[config.mk]
export PLATFORM = sky130hd
export DESIGN_NAME = cla_serial_adder_flat
export DESIGN_NICKNAME = d
export VERILOG_FILES = /design/src/rtl/cla_serial_adder_if.sv /design/src/rtl/cla_serial_adder.sv /design/src/flat_wrapper.sv
export SDC_FILE = /design/constraint.sdc
export NUM_CORES = 1
export LEC_CHECK = 0
export CORE_ASPECT_RATIO = 1.4
export CORE_MARGIN = 1.5
export CORE_UTILIZATION = 52
export CTS_CLUSTER_DIAMETER = 100
export DETAILED_ROUTE_END_ITERATION = 8
export PLACE_DENSITY = 0.8
export SETUP_SLACK_MARGIN = 0.1
export SKIP_LAST_GASP = 1
export SLEW_MARGIN = 20
export SYNTH_ARGS = -nofsm -noshare
export SYNTH_HDL_FRONTEND = slang
export SYNTH_HIERARCHICAL = 1
export SYNTH_SLANG_ARGS = --single-unit
[constraint.sdc]
create_clock -name clk -period 1.9 [get_ports clk]
set_input_delay 0.475 -clock clk [delete_from_list [all_inputs] [get_ports clk]]
set_output_delay 0.475 -clock clk [all_outputs]
set_load 0.02 [all_outputs]
[src/rtl/cla_serial_adder_if.sv]
// cla_serial_adder_if: operand/result handshake bundle for the nibble-serial adder
interface cla_serial_adder_if #(parameter int WIDTH = 16);
    logic             in_valid;
    logic             in_ready;
    logic [WIDTH-1:0] a;
    logic [WIDTH-1:0] b;
    logic             cin;
    logic             out_valid;
    logic             out_ready;
    logic [WIDTH-1:0] sum;
    logic             cout;
    logic             overflow;
    logic             busy;
    modport master (
        output in_valid, a, b, cin, out_ready,
        input  in_ready, out_valid, sum, cout, overflow, busy
    );
    modport slave (
        input  in_valid, a, b, cin, out_ready,
        output in_ready, out_valid, sum, cout, overflow, busy
    );
endinterface

[src/rtl/cla_serial_adder.sv]
// cla_serial_adder: WIDTH-bit adder built from one cla_4bit slice reused once per nibble
module cla_4bit (
    input  logic [3:0] a,
    input  logic [3:0] b,
    input  logic       ci,
    output logic [3:0] s,
    output logic       co
);
    logic [3:0] g, p;
    logic [4:0] c;
    assign g    = a & b;
    assign p    = a ^ b;
    assign c[0] = ci;
    assign c[1] = g[0] | (p[0] & ci);
    assign c[2] = g[1] | (p[1] & g[0]) | (p[1] & p[0] & ci);
    assign c[3] = g[2] | (p[2] & g[1]) | (p[2] & p[1] & g[0]) | (p[2] & p[1] & p[0] & ci);
    assign c[4] = g[3] | (p[3] & g[2]) | (p[3] & p[2] & g[1]) | (p[3] & p[2] & p[1] & g[0])
                | (p[3] & p[2] & p[1] & p[0] & ci);
    assign s    = p ^ c[3:0];
    assign co   = c[4];
endmodule

module cla_serial_adder #(
    parameter int WIDTH = 16
) (
    input logic                clk,
    input logic                rst,
    cla_serial_adder_if.slave  bus
);
    localparam int NIB = WIDTH / 4;
    localparam int CW  = (NIB > 1) ? $clog2(NIB) : 1;

    if ((WIDTH % 4) != 0 || WIDTH < 4) begin : g_bad_width
        $error("cla_serial_adder: WIDTH must be a positive multiple of 4");
    end

    typedef enum logic [1:0] {IDLE, RUN, DONE} state_t;

    state_t           state, nxt;
    logic [WIDTH-1:0] a_sr, b_sr, s_sr, s_nxt, sum_r;
    logic [CW-1:0]    cnt;
    logic             cy, cout_r, ovf_r, ov_r, a_msb, b_msb;
    logic [3:0]       ss;
    logic             sc;
    logic             acc, last;

    cla_4bit u_slice (.a(a_sr[3:0]), .b(b_sr[3:0]), .ci(cy), .s(ss), .co(sc));

    // New nibble enters at the top so the first (LSB) nibble lands at [3:0] after NIB passes.
    assign s_nxt = (s_sr >> 4) | (WIDTH'(ss) << (WIDTH - 4));
    assign acc   = bus.in_valid && state == IDLE;
    assign last  = cnt == CW'(NIB - 1);

    always_comb begin
        nxt = state == IDLE ? (acc ? RUN : IDLE)
            : state == RUN  ? (last ? DONE : RUN)
            : (bus.out_ready ? IDLE : DONE);
    end

    always_ff @(posedge clk) begin
        if (rst) begin
            state  <= IDLE;
            a_sr   <= '0;
            b_sr   <= '0;
            s_sr   <= '0;
            sum_r  <= '0;
            cnt    <= '0;
            cy     <= 1'b0;
            cout_r <= 1'b0;
            ovf_r  <= 1'b0;
            ov_r   <= 1'b0;
            a_msb  <= 1'b0;
            b_msb  <= 1'b0;
        end else begin
            state <= nxt;
            if (acc) begin
                a_sr  <= bus.a;
                b_sr  <= bus.b;
                cy    <= bus.cin;
                a_msb <= bus.a[WIDTH-1];
                b_msb <= bus.b[WIDTH-1];
                cnt   <= '0;
            end
            if (state == RUN) begin
                a_sr <= a_sr >> 4;
                b_sr <= b_sr >> 4;
                s_sr <= s_nxt;
                cy   <= sc;
                cnt  <= cnt + 1'b1;
            end
            // Visible results update only on the DONE-entry edge.
            if (state == RUN && last) begin
                sum_r  <= s_nxt;
                cout_r <= sc;
                ovf_r  <= (a_msb == b_msb) && (s_nxt[WIDTH-1] != a_msb);
                ov_r   <= 1'b1;
            end
            if (state == DONE && bus.out_ready) ov_r <= 1'b0;
        end
    end

    assign bus.in_ready  = state == IDLE && !rst;
    assign bus.out_valid = ov_r;
    assign bus.sum       = sum_r;
    assign bus.cout      = cout_r;
    assign bus.overflow  = ovf_r;
    assign bus.busy      = state != IDLE;
endmodule

[src/flat_wrapper.sv]
// flat-port wrapper written by rule: the top's interface ports become plain ports
module cla_serial_adder_flat 
#(
    parameter int WIDTH = 16
)
  (clk, rst, bus_in_valid, bus_a, bus_b, bus_cin, bus_out_ready, bus_in_ready, bus_out_valid, bus_sum, bus_cout, bus_overflow, bus_busy);
  cla_serial_adder_if #(.WIDTH(WIDTH)) bus_i ();
  input logic clk;
  input logic rst;
  input wire logic [$bits(bus_i.in_valid)-1:0] bus_in_valid;
  input wire logic [$bits(bus_i.a)-1:0] bus_a;
  input wire logic [$bits(bus_i.b)-1:0] bus_b;
  input wire logic [$bits(bus_i.cin)-1:0] bus_cin;
  input wire logic [$bits(bus_i.out_ready)-1:0] bus_out_ready;
  output wire logic [$bits(bus_i.in_ready)-1:0] bus_in_ready;
  output wire logic [$bits(bus_i.out_valid)-1:0] bus_out_valid;
  output wire logic [$bits(bus_i.sum)-1:0] bus_sum;
  output wire logic [$bits(bus_i.cout)-1:0] bus_cout;
  output wire logic [$bits(bus_i.overflow)-1:0] bus_overflow;
  output wire logic [$bits(bus_i.busy)-1:0] bus_busy;
  assign bus_i.in_valid = bus_in_valid;
  assign bus_i.a = bus_a;
  assign bus_i.b = bus_b;
  assign bus_i.cin = bus_cin;
  assign bus_i.out_ready = bus_out_ready;
  assign bus_in_ready = bus_i.in_ready;
  assign bus_out_valid = bus_i.out_valid;
  assign bus_sum = bus_i.sum;
  assign bus_cout = bus_i.cout;
  assign bus_overflow = bus_i.overflow;
  assign bus_busy = bus_i.busy;
  cla_serial_adder #(.WIDTH(WIDTH)) u_core (.clk(clk), .rst(rst), .bus(bus_i));
endmodule
==> results of run 1 <==
-- area by class of cell --
cell class | count | area share
clock buffer | 14 | 0.0418
clock inverter | 1 | 0.00128
inverter | 4 | 0.00385
sequential | 70 | 0.361
timing repair buffer | 71 | 0.182
multi-input combinational | 232 | 0.388
tap | 68 | 0.0218
-- through the flow --
stage / hold WS, ns / instances / total power (µW) / area [µm²] / TNS [ns]
3_3_place_gp: 0.440 / 444 / 2130 / 3690 / 0
3_5_place_dp: 0.446 / 444 / 2150 / 3690 / -0.0123
4_1_cts: 0.456 / 460 / 3190 / 3870 / 0
6_report: 0.452 / 460 / 3170 / 3890 / 0
2_1_floorplan: 0.432 / 331 / 1990 / 3080 / 0
5_1_grt: 0.466 / 460 / 3310 / 3890 / 0
-- per-layer routing --
layer | vias up | part of all wire
li1 | 1227 | -
met1 | 1086 | 0.41
met2 | 55 | 0.54
met3 | 10 | 0.041
met4 | 0 | 0.013
met5 | - | 0
-- worst paths after layout --
kind	slack, ns	startpoint	cells after the start	to
hold reg to reg	0.45	u_core/bus.sum[3]$_SDFFE_PP0P_	2	u_core/bus.sum[3]$_SDFFE_PP0P_
setup / recovery	0.15	u_core/bus.sum[12]$_SDFFE_PP0P_	1	bus_sum[12]
hold / removal	0.45	u_core/bus.sum[3]$_SDFFE_PP0P_	2	u_core/bus.sum[3]$_SDFFE_PP0P_
setup reg to reg	0.19	u_core/a_sr[0]$_SDFFE_PP0P_	7	u_core/bus.overflow$_SDFFE_PP0P_
-- tightest hold or removal path: cells and delay by family (launching register included) --
family | cells | cell delay, ns
AOI/OAI and AO/OA | 1 | 0.05
DFF | 1 | 0.31
and+or+nand+nor | 1 | 0.05
-- power by group through the flow --
stage	sequential [µW]	combinational [µW]	clock (µW)
finish	1600	534	1030
global route	1610	578	1120
CTS	1600	533	1060
detailed placement	1630	519	0
global placement	1630	507	0
floorplan	1620	372	0
-- logic make-up (layout without fill, tap and decap cells) --
| kind of cell | after synthesis | after routing | share of synthesized area |
|---|---|---|---|
| AO/OA/AOI/OAI | 76 | 76 | 0.193 |
| XOR/XNOR | 3 | 3 | 0.00855 |
| adder cells (fa/ha/maj) | 6 | 6 | 0.0269 |
| buffers and inverters | 29 | 90 | 0.0610 |
| flip-flops | 70 | 70 | 0.456 |
| multiplexers | 26 | 26 | 0.0851 |
| AND/OR/NAND/NOR | 121 | 121 | 0.170 |
-- repair_timing --
action,in CTS,in global routing
gates resized for setup,6,12
pin swaps,1,3
setup endpoints to repair,5,10
setup buffers,1,0
-- sequential cells by signal (all words and copies together), names as in the netlist --
register              count
u_core/a_msb              1
u_core/bus.overflow       1
u_core/state              2
u_core/s_sr              12
u_core/a_sr              16
u_core/b_msb              1
u_core/cy                 1
u_core/bus.out_valid      1
u_core/bus.sum           16
u_core/bus.cout           1
u_core/cnt                2
u_core/b_sr              16
-- layout by cell type, fill, tap and decap left out, types with 3 or more instances in the layout --
cell / n
nor2_1: 25
a211oi_2: 26
a21oi_1: 43
buf_12: 3
nand2b_1: 4
a21o_1: 3
dfxtp_1: 67
mux2i_1: 25
clkbuf_1: 3
dlymetal6s2s_1: 4
ha_1: 4
nand2_1: 77
clkdlybuf4s50_1: 48
buf_4: 10
nor2_2: 6
clkbuf_8: 11
inv_1: 4
dfxtp_2: 3
==> flow_summary.yaml, run 1 <==
outcome:
  status: "completed"
detailed_routing:
  ant_nets: 0
  dr.pass1.iters: 4
  drtIter0Drc: 128
  num_vias: 2378
  wl_per_cell_um: 13.8
  drt-total-wl_mm: 6.33
  routed_via_density: 5.17
  drcViolationCount: 0
final_layout:
  finish.utilization: 0.695
  num-fill-cells: 468
  area_delta_synth_final_pct: 26.7
  layout.nets: 431
  n_antenna_cell: 0
  multi_input_area_um2: 1510
  drive_gt1_frac: 0.181
  seq_area_um2: 1410
die:
  dieArea_um2: 6390
  die-width_um: 68.0
  num_rows: 32
  start_util: 0.548
  io_pins: 58
  core_um2: 5610
  die_h_um: 94.0
timing:
  setup_viol: 0
  period_share: 0.921
  worst_pin_slew_ns: 0.396
  fmax_mhz: 572
  slew-limit-headroom: 0.736
  rsz0062_at_grt: "no"
  hold_viol_final: 0
  finClkSkew_ns: 0.00448
  slew_viol_final: 0
  setup_slack_ns: 0.150
  min_period_ns: 1.75
placed_design:
  dp_slack_ns: -0.0123
  dp_hpwl_mm: 4.43
  portBuffers: 57
  place.gp.congestion: 0.801
global_routing:
  grt.busiest_layer: "met2"
  met3_usage: 0.0492
  grt_first_pass_wirelength_mm: 10.1
  antenna_found_initial: 0
  gr-total-overflow: 0
  grt_use_met2: 0.380
  grt_pass1_vias: 2263
  globalRouteTotalUtil: 0.212
  grt_max_degree: 64
  met1_usage: 0.232
flow_run:
  maxCapViolations: 0
power_and_ir_drop:
  switchingPower_uw: 817
  ir_drop_v: 0.000507
  p_int_uw: 2350
  p_sw_frac: 0.258
  p_seq_frac: 0.505
  power_density_nw_per_um2: 813
  clkPwrFrac: 0.326
  power_frac_comb: 0.169
  leakagePower_uw: 0.00153
worst_setup_path:
  critical_path_required_ns: 1.42
  critical_path_class: "flip-flop to output pin"
  path_delay_family: "buffers and inverters"
  critPathMaxStageDelay_ns: 0.60
  startpoint_type: "flip-flop"
  path_cells: "clkdlybuf4s50_1"
  cp_max_fo: 2
  path_buf_inv: 1
  crit_path_end_kind: "output pin"
  critical-path-slowest-cell: "clkdlybuf4s50_1"
  crit_arrival_ns: 1.27
synthesis:
  synth.most_common_cell: "nand2_1"
  synth_nets: 374
  synth_seq_cells: 70
  netlist_area_um2: 3070
  synth_area_leader_cell: "dfxtp_1"
  yosysWarnings: 6
  synth_edf_count: 0
  avgSynthCellArea_um2: 9.29
  yosysSeqAreaShare: 0.456
  syn_inst: 331
  synth_common_cells: "77 x nand2_1, 70 x dfxtp_1, 43 x a21oi_1, 26 x nor2_1"
  synth_area_leaders: "dfxtp_1 46%, a211oi_2 10%, nand2_1 9.4%"
  synthArstFlopShare: 0
  ys.flop_type: "dfxtp_1"
  netlist.area_leader.share: 0.456
  synth_cell_types: 34
clocking:
  cts_sinks: 70
  insertion_delay_ns: 0.33
  cts_tree: "done"
  root_buffer: "clkbuf_8"
  cts_made_buffers: 9
  clk_pin_slew_ns: 0.06
  cts_hold_buf: 0
  h-tree-depth: 3
  cts_buffer_depth: 2
worst_hold_path:
  hp-class: "flip-flop to flip-flop"
(Power assumes the default switching activity.)
==> run 2, diff against run 1 <==
--- a/config.mk
+++ b/config.mk
@@ -5,12 +5,14 @@
 export SDC_FILE = /design/constraint.sdc
 export NUM_CORES = 1
 export LEC_CHECK = 0
+export CELL_PAD_IN_SITES_DETAIL_PLACEMENT = 1
+export CELL_PAD_IN_SITES_GLOBAL_PLACEMENT = 1
 export CORE_ASPECT_RATIO = 1.4
 export CORE_MARGIN = 1.5
-export CORE_UTILIZATION = 52
+export CORE_UTILIZATION = 39
 export CTS_CLUSTER_DIAMETER = 100
 export DETAILED_ROUTE_END_ITERATION = 8
-export PLACE_DENSITY = 0.8
+export PLACE_DENSITY_LB_ADDON = 0.1
 export SETUP_SLACK_MARGIN = 0.1
 export SKIP_LAST_GASP = 1
 export SLEW_MARGIN = 20
==> run 2 against run 1 <==
Against the previous run:
- largest cell class unchanged
- sequential share of layout area down 0.99 points
- wire length rose by 14%
- largest power group unchanged
- global-route usage decreased by 2.7 points
- sequential power hardly changed
==> flow_summary.yaml, run 2 (synthesized netlist as in run 1, its figures left out) <==
timing:
  setup_viol: 0
  fmax_mhz: 570
  hold_viol_final: 0
  slew_viol_final: 0
  period_share: 0.924
  rsz0062_at_grt: "no"
  fin_setup_tns_ns: 0
  worst_pin_slew_ns: 0.405
  finClkSkew_ns: 0.00591
  min_period_ns: 1.76
  slew-limit-headroom: 0.730
  setup_slack_ns: 0.145
clocking:
  cts_hold_buf: 0
  h-tree-depth: 3
  cts_buffer_depth: 2
  insertion_delay_ns: 0.35
  cts_tree: "done"
  clk_pin_slew_ns: 0.07
  root_buffer: "clkbuf_8"
  cts_made_buffers: 9
  cts_sinks: 70
worst_setup_path:
  crit_path_end_kind: "output pin"
  cp_max_fo: 2
  ff2ff_path_depth: 7
  path_cells: "clkdlybuf4s50_1"
  critPathMaxStageDelay_ns: 0.60
  path_buf_inv: 1
  critical_path_class: "flip-flop to output pin"
  crit_arrival_ns: 1.28
  critical-path-slowest-cell: "clkdlybuf4s50_1"
  cp.depth: 1
  critical_path_required_ns: 1.42
  path_delay_family: "buffers and inverters"
  startpoint_type: "flip-flop"
power_and_ir_drop:
  p_sw_frac: 0.252
  power_frac_comb: 0.156
  switchingPower_uw: 871
  p_seq_frac: 0.463
  power_density_nw_per_um2: 863
  finalPower_uw: 3460
  ir_drop_v: 0.000464
  leakagePower_uw: 0.00167
  p_int_uw: 2590
  clkPwrFrac: 0.381
global_routing:
  grt_max_degree: 64
  globalRouteTotalUtil: 0.185
  gr-total-overflow: 0
  grt_pass1_vias: 2512
  antenna_found_initial: 0
  grt_first_pass_wirelength_mm: 11.9
outcome:
  status: "completed"
detailed_routing:
  wl_met2_mm: 3.90
  routed.top_layer: "met4"
  drt-total-wl_mm: 7.24
  ant_nets: 0
  drcViolationCount: 0
  routed_via_density: 4.93
  dr.pass1.iters: 4
  dr_wl_met3_um: 250
  drtIter0Drc: 82
  wl_met1_mm: 2.96
  num_vias: 2433
  wl_per_cell_um: 14.7
die:
  io_pins: 58
  core_um2: 7700
  die_h_um: 108
  start_util: 0.399
  dieArea_um2: 8430
  die-width_um: 78.0
  num_rows: 38
final_layout:
  final_cell_count_no_fill: 494
  drive_gt1_frac: 0.190
  n_antenna_cell: 0
  finish.utilization: 0.520
  layout_commonest_cell: "nand2_1"
  layout.nets: 432
  area_delta_synth_final_pct: 30.3
  final_cell_mix: "77 x nand2_1, 67 x dfxtp_1, 43 x a21oi_1, 42 x clkdlybuf4s50_1, 26 x a211oi_2"
placed_design:
  place_inst: 477
  place.gp.congestion: 0.705
  dp_slack_ns: -0.0284
  portBuffers: 57
  dp_hpwl_mm: 4.88
worst_hold_path:
  hp-class: "flip-flop to flip-flop"
  hold_depth: 2
flow_run:
  maxCapViolations: 0
[run 2: cell count changes in the layout (fill, tap and decap cells not counted), moves of 2 or more]
cell / before / now
buf_4: 10 / 12
bufinv_16: 0 / 2
clkdlybuf4s50_1: 48 / 42
dlymetal6s2s_1: 4 / 10
[run 2: repair_timing]
| action | 4_1_cts | 5_1_grt |
|---|---|---|
| setup buffers | 1 | 0 |
| resized for setup | 6 | 19 |
| pin swaps | 2 | 6 |
| endpoints found under the setup margin | 5 | 30 |
[run 2: stage by stage]
step           hold WS [ns]  area (µm²)
6_report              0.456        4010
3_3_place_gp          0.440        3730
5_1_grt               0.483        4010
4_1_cts               0.459        3960
2_1_floorplan         0.432        3080
3_5_place_dp          0.447        3730
[run 2: final timing paths]
| path | from | to | slack, ns |
|---|---|---|---|
| worst max-delay path | u_core/bus.sum[11]$_SDFFE_PP0P_ | bus_sum[11] | 0.14 |
| worst min-delay path | u_core/a_sr[13]$_SDFFE_PP0P_ | u_core/a_sr[13]$_SDFFE_PP0P_ | 0.46 |
| worst max register to register | u_core/b_sr[0]$_SDFFE_PP0P_ | u_core/bus.overflow$_SDFFE_PP0P_ | 0.23 |
| worst min register to register | u_core/a_sr[13]$_SDFFE_PP0P_ | u_core/a_sr[13]$_SDFFE_PP0P_ | 0.46 |
[run 2: layout make-up]
cell class              count  area, µm²
fillers                   911       3700
flip-flops and latches     70       1410
clock inverters             4       70.1
repair buffers             72        719
inverters                   4       15.0
clock buffers              12        145
well taps                 100        125
multi-input cells         232       1530
[run 2: power groups by stage]
stage	clock network [µW]	registers [µW]	logic [µW]
final	1320	1600	539
after global routing	1420	1610	599
after CTS	1360	1600	544
after detailed placement	0	1630	529
after global placement	0	1630	520
after floorplan	0	1620	372
[run 2: per-layer routing]
metal,GRT usage,vias to the layer above
met5,0,-
met4,0.0842,0
met3,0.0439,10
met2,0.327,44
met1,0.210,1147
li1,-,1232
==> RTL edit, RTL diff (settings of run 1) <==
`WIDTH` is set to 16 in 3 places; all go to 8.
--- a/src/rtl/cla_serial_adder_if.sv
+++ b/src/rtl/cla_serial_adder_if.sv
@@ -1,5 +1,5 @@
 // cla_serial_adder_if: operand/result handshake bundle for the nibble-serial adder
-interface cla_serial_adder_if #(parameter int WIDTH = 16);
+interface cla_serial_adder_if #(parameter int WIDTH = 8);
     logic             in_valid;
     logic             in_ready;
     logic [WIDTH-1:0] a;
--- a/src/rtl/cla_serial_adder.sv
+++ b/src/rtl/cla_serial_adder.sv
@@ -21,7 +21,7 @@
 endmodule
 
 module cla_serial_adder #(
-    parameter int WIDTH = 16
+    parameter int WIDTH = 8
 ) (
     input logic                clk,
     input logic                rst,
--- a/src/flat_wrapper.sv
+++ b/src/flat_wrapper.sv
@@ -1,7 +1,7 @@
 // flat-port wrapper written by rule: the top's interface ports become plain ports
 module cla_serial_adder_flat 
 #(
-    parameter int WIDTH = 16
+    parameter int WIDTH = 8
 )
   (clk, rst, bus_in_valid, bus_a, bus_b, bus_cin, bus_out_ready, bus_in_ready, bus_out_valid, bus_sum, bus_cout, bus_overflow, bus_busy);
   cla_serial_adder_if #(.WIDTH(WIDTH)) bus_i ();
Interface: changed (resized bus_a, bus_b and bus_sum); port bits go from 58 to 34. No check against the original RTL was run, so the function may have changed too.
==> RTL edit against run 1 <==
Count of clock-buffer cells in the layout decreased by 7; maximum frequency decreased by 2.1%; critical path depth increased by 6; routed wire length decreased by 45%; sequential cell count decreased by 33; total power decreased by 42%; cell area decreased by 46%; global-route usage increased by 2.2 points; synthesized cell count decreased by 46%; largest cell class unchanged; setup slack got worse by 0.037 ns; via count decreased by 42%; die area decreased by 46%; first-iteration DRC count decreased by 86%; critical path type is now flop to flop; synthesized area decreased by 48%.
==> RTL edit: results (changes against run 1) <==
status complete, no violations; number of global-route vias before repair 1,328 (-41%); antenna cells 0 (unchanged); met2 wire length 1949 µm (-43%); XOR/XNOR Fraction of Synth Area 1.638% (+0.78 points); final core occ 72.97% (+3.5 points); non-clk buf share 19.29% (+1.1 points); Sequential cell area 745.7 µm² (-47%); post-cts resize count 5 (-1); Worst-Margin Slew 0.4321 ns (+0.03593 ns); ClkCell Share 4.779% (+0.47 points); gpl congestion 0.8008 (about the same); WHS 0.4527 ns (+0.0009080 ns); Compound-Gate Fraction of Synth Area 19.42% (+0.13 points); proportion of synthesized area in mux cells 3.744% (-4.8 points); DR iter-0 viols 18 (-86%); post-synthesis sequential area ratio 46.18% (+0.59 points); clk_lat worst skew 0.28 ns (-0.05 ns); GR Layer Usage met2 44.67% (+6.6 points); main combinational cell family by area after synthesis compound AO/OA/AOI/OAI gates; drt wl/cell 13.54 µm (-1.5%); met3 wire length 140 µm (-46%); ratio of cells with drive above 1 in the final layout 14.55% (-3.6 points); I/O Buffers 33 (-42%); Worst VDD drop 0.0008090 V (+60%); Int Pwr 1.352 mW (-42%); Seq cells 37 (-47%); Critical Path AT 1.95 ns (+0.68 ns); Synth cell types 29 (-15%); Synth top cells by count 37 x dfxtp_1, 31 x a21oi_1, 26 x nand2_1, 14 x inv_1, 10 x nor2_1; Via density 5.362 (+3.7%); Tcrit/Tclk final 94.05% (+2.0 points); Inverters 14 (+10); Num CTS Buffers 5 (-4); placed cell areas 1988 µm² (-46%); Pleak 0.8505 nW (-45%); Multi-Input Combinational 117 (-50%); met1 Use GR 24.05% (+0.88 points); kind of critical path flop to flop; # clk buffers 7 (-7); Die Area 3432 µm² (-46%); met3 Usage GRT 6.466% (+1.5 points); crit path from u_core/a_sr[0]$_SDFFE_PP0P_; Setup WS pre-CTS -0.2098 ns (-0.1975 ns); first-pass GRT wire length 5927 µm (-42%); worst hold start u_core/bus.sum[1]$_SDFFE_PP0P_; postcts setup bufs 0 (-1); Fillers 228 (-51%); Non-Clock Buffer Count 44 (-38%); r2r setup slk 0.11 ns (-0.08 ns); Synth Area in Adders 4.368% (+1.7 points); Net count, final 245 (-43%); Setup Skew 0.005567 ns (+0.001084 ns)
RTL edit: worst max-delay path, cell delays in order, from the launching register on:
cell and delay [ns]:
dfxtp_2 0.37, ha_4 0.20, a21o_1 0.17, a31o_1 0.25, xor2_1 0.19, and3b_1 0.21
a211oi_2 0.20, nor3_1 0.06
RTL edit: power by group through the flow:
stage          logic, mW  clock network, mW  registers [mW]
2_1_floorplan      0.235                  0           0.885
3_3_place_gp       0.361                  0           0.881
3_5_place_dp       0.378                  0           0.885
4_1_cts            0.382              0.604           0.870
5_1_grt            0.427              0.630           0.881
6_report           0.384              0.588           0.874
RTL edit: stage by stage:
| stage | setup TNS (ns) | std cells |
|---|---|---|
| 5_1_grt | 0 | 257 |
| 3_3_place_gp | -0.2002 | 249 |
| 4_1_cts | 0 | 257 |
| 6_report | 0 | 257 |
| 3_5_place_dp | -0.2098 | 249 |
| 2_1_floorplan | 0 | 180 |
